## config.mk

```make
export PLATFORM = sky130hd
export DESIGN_NAME = module_led_sequencer
export DESIGN_NICKNAME = d
export VERILOG_FILES = /design/src/rtl/module_led_sequencer.sv
export SDC_FILE = /design/constraint.sdc
export NUM_CORES = 1
export LEC_CHECK = 0
export ABC_AREA = 1
export CAP_MARGIN = 20
export CORE_MARGIN = 5
export CORE_UTILIZATION = 46
export CTS_BUF_LIST = sky130_fd_sc_hd__clkbuf_2 sky130_fd_sc_hd__clkbuf_4 sky130_fd_sc_hd__clkbuf_8
export CTS_CLUSTER_DIAMETER = 100
export DETAILED_ROUTE_END_ITERATION = 8
export GPL_TIMING_DRIVEN = 0
export SLEW_MARGIN = 25
export SYNTH_ARGS = -nofsm -noshare
export SYNTH_HDL_FRONTEND = slang
export SYNTH_SLANG_ARGS = --single-unit
export TNS_END_PERCENT = 10
```

## constraint.sdc

```tcl
create_clock -name clk -period 2.1 [get_ports clk]
set_input_delay 0.315 -clock clk [delete_from_list [all_inputs] [get_ports clk]]
set_output_delay 0.315 -clock clk [all_outputs]
set_load 0.02 [all_outputs]
```

## src/rtl/module_led_sequencer.sv

```systemverilog
// LED pattern sequencer: prescaled or manual stepping through up, down, Gray-up
// and bounce patterns, with registered LED output, step tick and wrap pulses.
module module_led_sequencer #(
    parameter int TICK_COUNT = 13500000,
    parameter int WIDTH      = 6,
    parameter bit ACTIVE_LOW = 1'b1
) (
    input  logic             clk,
    input  logic             rst,
    input  logic             en_i,
    input  logic [1:0]       mode_i,
    input  logic             step_i,
    output logic [WIDTH-1:0] led_o,
    output logic             tick_o,
    output logic             wrap_o
);

    localparam int PRE_W = (TICK_COUNT > 1) ? $clog2(TICK_COUNT) : 1;
    localparam int POS_W = $clog2(WIDTH);
    localparam logic [PRE_W-1:0] PRE_LAST = PRE_W'(TICK_COUNT - 1);
    localparam logic [POS_W-1:0] POS_LAST = POS_W'(WIDTH - 1);

    typedef enum logic [1:0] {
        MODE_UP     = 2'b00,
        MODE_DOWN   = 2'b01,
        MODE_GRAY   = 2'b10,
        MODE_BOUNCE = 2'b11
    } mode_t;

    logic [PRE_W-1:0] pre;
    logic [WIDTH-1:0] cnt, cnt_nxt;
    logic [POS_W-1:0] pos, pos_nxt;
    logic             dir, dir_nxt;
    mode_t            mode_r;
    logic             adv_q, wrap_q;
    logic             terminal, adv, mode_chg, wrap_nxt;
    logic [WIDTH-1:0] pattern, led_nxt;

    assign terminal = (pre == PRE_LAST);
    assign adv      = en_i ? terminal : step_i;
    assign mode_chg = (mode_i != mode_r);

    // Next pattern state and whether this step closes a full period.
    always_comb begin
        cnt_nxt  = cnt;
        pos_nxt  = pos;
        dir_nxt  = dir;
        wrap_nxt = 1'b0;
        case (mode_r)
            MODE_UP, MODE_GRAY: begin
                cnt_nxt  = cnt + WIDTH'(1);
                wrap_nxt = &cnt;
            end
            MODE_DOWN: begin
                cnt_nxt  = cnt - WIDTH'(1);
                wrap_nxt = ~|cnt;
            end
            MODE_BOUNCE: begin
                if (!dir) begin
                    pos_nxt = pos + POS_W'(1);
                    if (pos_nxt == POS_LAST) dir_nxt = 1'b1;
                end else begin
                    pos_nxt = pos - POS_W'(1);
                    if (pos_nxt == '0) begin
                        dir_nxt  = 1'b0;
                        wrap_nxt = 1'b1;
                    end
                end
            end
            default: ;
        endcase
    end

    always_comb begin
        pattern = cnt;
        case (mode_r)
            MODE_GRAY:   pattern = cnt ^ (cnt >> 1);
            MODE_BOUNCE: pattern = WIDTH'(1) << pos;
            default:     pattern = cnt;
        endcase
        led_nxt = ACTIVE_LOW ? ~pattern : pattern;
    end

    // adv_q/wrap_q stage the step so tick/wrap line up with the led_o change.
    always_ff @(posedge clk or negedge rst) begin
        if (!rst) begin
            pre    <= '0;
            cnt    <= '0;
            pos    <= '0;
            dir    <= 1'b0;
            mode_r <= MODE_UP;
            adv_q  <= 1'b0;
            wrap_q <= 1'b0;
            led_o  <= {WIDTH{ACTIVE_LOW}};
            tick_o <= 1'b0;
            wrap_o <= 1'b0;
        end else begin
            led_o  <= led_nxt;
            tick_o <= adv_q;
            wrap_o <= wrap_q;
            if (mode_chg) begin
                mode_r <= mode_t'(mode_i);
                pre    <= '0;
                cnt    <= '0;
                pos    <= '0;
                dir    <= 1'b0;
                adv_q  <= 1'b0;
                wrap_q <= 1'b0;
            end else begin
                if (en_i) pre <= terminal ? '0 : pre + PRE_W'(1);
                adv_q  <= adv;
                wrap_q <= adv & wrap_nxt;
                if (adv) begin
                    cnt <= cnt_nxt;
                    pos <= pos_nxt;
                    dir <= dir_nxt;
                end
            end
        end
    end

endmodule

```

==> flow_summary.ini <==
[route]
wl_um = 6570
drtPass1Iterations = 4
viasPerCell = 5.20
route.antenna.remaining_nets = 0
first_iter_violations = 120
vias = 2522
routedWlPerCell_um = 13.6
drc = 0

[place]
dp_hpwl_um = 4900
io_buffers = 13
post-place-ws_ps = 133
place.gp.congestion = 0.895

[final_layout]
nets = 427
regArea_um2 = 1160
antenna_cells = 0
drive_gt1_frac = 0.120
fill_cells = 633
multiInputGateArea_um2 = 1580
area_growth_syn_to_layout_pct = 10.4

[die]
die_w_um = 90.5
pin_count = 14
num_rows = 29
coreArea_um2 = 6310
die_area_um2 = 8190
initial_core_util = 0.472
die_h_um = 90.5

[power_and_ir_drop]
leakagePower_nw = 1.50
power.density_nw_per_um2 = 515
vdd_drop_max_uv = 359

[synth]
synthesis.nets = 407
ys_warn_count = 0
synth_cells = 387
seq_area_frac_synth = 0.389
synthesis.area_um2 = 2980
syn_area_per_cell_um2 = 7.70
synth.distinct_cells = 37
ys_ff_latch = 46

[setup_path]
worstReg2RegEnd = pre[23]
critPathLaunchType = flop
cp-endpoint = pre[23]
cp_data_required_time_ps = 2290
regToRegSetupSlack_ps = 180
end_kind = flop
r2r_cells = 9
crit_type = reg -> reg
startpoint = pre[0]
crit_fanout = 10
timing.rr.start = pre[0]
arrival_ps = 2110

[clock_tree]
cts_tree = done
numCtsBuffers = 5
htreeDepth = 2
cts_resized = 0
postCtsHoldBufs = 0
root_buffer = clkbuf_8
cts.path.max_buffers = 2
cts.sinks = 46
post_cts_buffers = 0
clock_latency_ps = 300
path_clk_slew_ps = 90

[sta]
relSlewSlack = 0.597
hold_viol_final = 0
worst_pin_slew_ps = 604
clock_skew_ps = 9.59
fin_crit_ps = 1920
fmax_ghz = 0.521
holdWs_ps = 15.5
grt_setup_unrepaired = false
setup-violations-final = 0
timing.final.crit_share = 0.914
slew_violations = 0
setup_slack_ps = 182
setup_tns_ps = 0

[grt]
grt_pass1_wl_um = 11400
antenna_found_initial = 0
grt-ovfl-total = 0
grtUsageTotal = 0.166
grt_max_degree = 47
grt_pass1_vias = 2367

[flow_run]
maxCapViolations = 0

[status]
status = finished, final reports clean

[worst_hold_path]
hold_class = in -> async
==> cell families after synthesis <==
family,share of synthesized area
fa+ha+maj,0.0588
buf+inv,0.0831
xor+xnor,0.0550
simple gates,0.326
flops,0.389
compound gates,0.0890
==> area by class of cell <==
cell class | count | share of cell area
Clock buffer | 6 | 0.0232
Clock inverter | 2 | 0.00304
Sequential cell | 46 | 0.352
Timing Repair Buffer | 13 | 0.0388
Inverter | 50 | 0.0585
Multi-Input combinational cell | 283 | 0.479
Buffer | 8 | 0.0167
Tap cell | 77 | 0.0293
==> worst min path at each step <==
| stage | depth (start not counted) | slack, ps | to |
|---|---|---|---|
| 2_1_floorplan | 0 | 20 | adv_q |
| 3_3_place_gp | 0 | 330 | tick_o |
| 3_5_place_dp | 0 | 330 | wrap_o |
| 4_1_cts | 1 | 40 | pre[3] |
| 5_1_grt | 1 | 60 | pre[5] |
| 6_report | 1 | 20 | pre[3] |
==> power by group <==
| part | switching [mW] | internal [mW] |
|---|---|---|
| Combinational | 0.141 | 0.0766 |
| Clock | 0.311 | 0.245 |
| Sequential | 0.0143 | 0.910 |
==> per-layer routing <==
layer | global-route usage | routed length, um | up-vias
met3 | 0.0200 | 203 | 8
met1 | 0.252 | 3460 | 1179
met2 | 0.249 | 2840 | 42
met5 | 0 | 0 | -
met4 | 0.0409 | 69 | 0
li1 | - | - | 1293
==> registers in the layout, indices dropped and copies added (netlist names), 2 cells and up <==
signal / cells
cnt: 6
mode_r: 2
pre: 24
pos: 3
led_o: 6
==> synth_stat cells (all sizes together) <==
master / number / area [um2]
nand2: 106 / 428
inv: 48 / 180
nand3: 42 / 255
dfrtp: 40 / 1000
nor2: 40 / 186
o21ai: 29 / 145
ha: 14 / 175
xor2: 11 / 96.3
nor3: 8 / 45.0
a21oi: 7 / 38.8
nand4: 7 / 43.8
dfstp: 6 / 158
xnor2: 6 / 67.6
buf: 5 / 43.8
o22ai: 4 / 25.0
clkbuf: 3 / 11.3
o221ai: 3 / 26.3
clkinv: 2 / 12.5
or2: 2 / 12.5
a31o: 1 / 8.76
a31oi: 1 / 6.26
o21bai: 1 / 7.51
o31ai: 1 / 7.51
==> critical path, stage by stage, from the launching register on <==
cell	delay, ps
dfrtp_1	410
ha_1	300
nand3_2	160
nor2_1	170
nand3_2	170
nand3_4	190
inv_2	90
buf_6	160
nand3_1	80
o21ai_0	80
==> through the flow <==
stage                     utilization  total power, mW  cell area [um2]  cells
after floorplan                     -             1.08             2980    387
after global placement          0.508             1.16             3210    477
after detailed placement        0.508             1.16             3210    477
after CTS                       0.521             1.71             3290    485
after global routing            0.521             1.77             3290    485
final                           0.521             1.70             3290    485
==> placed cells by master, fill, tap and decap left out, types with 4 or more instances in the layout <==
cell / synthesis / routed
nand2_1: 98 / 98
inv_1: 46 / 46
dfrtp_1: 40 / 40
nand3_1: 36 / 36
nor2_1: 35 / 35
o21ai_0: 26 / 26
ha_1: 14 / 14
clkdlybuf4s50_1: 0 / 12
xor2_1: 11 / 11
nor3_1: 7 / 7
nand4_1: 7 / 7
nand2_2: 6 / 6
a21oi_1: 6 / 6
dfstp_2: 6 / 6
clkbuf_8: 0 / 5
xnor2_1: 4 / 4
nand3_2: 4 / 4
o22ai_1: 4 / 4
No activity file was read; power rests on OpenSTA's default activity.
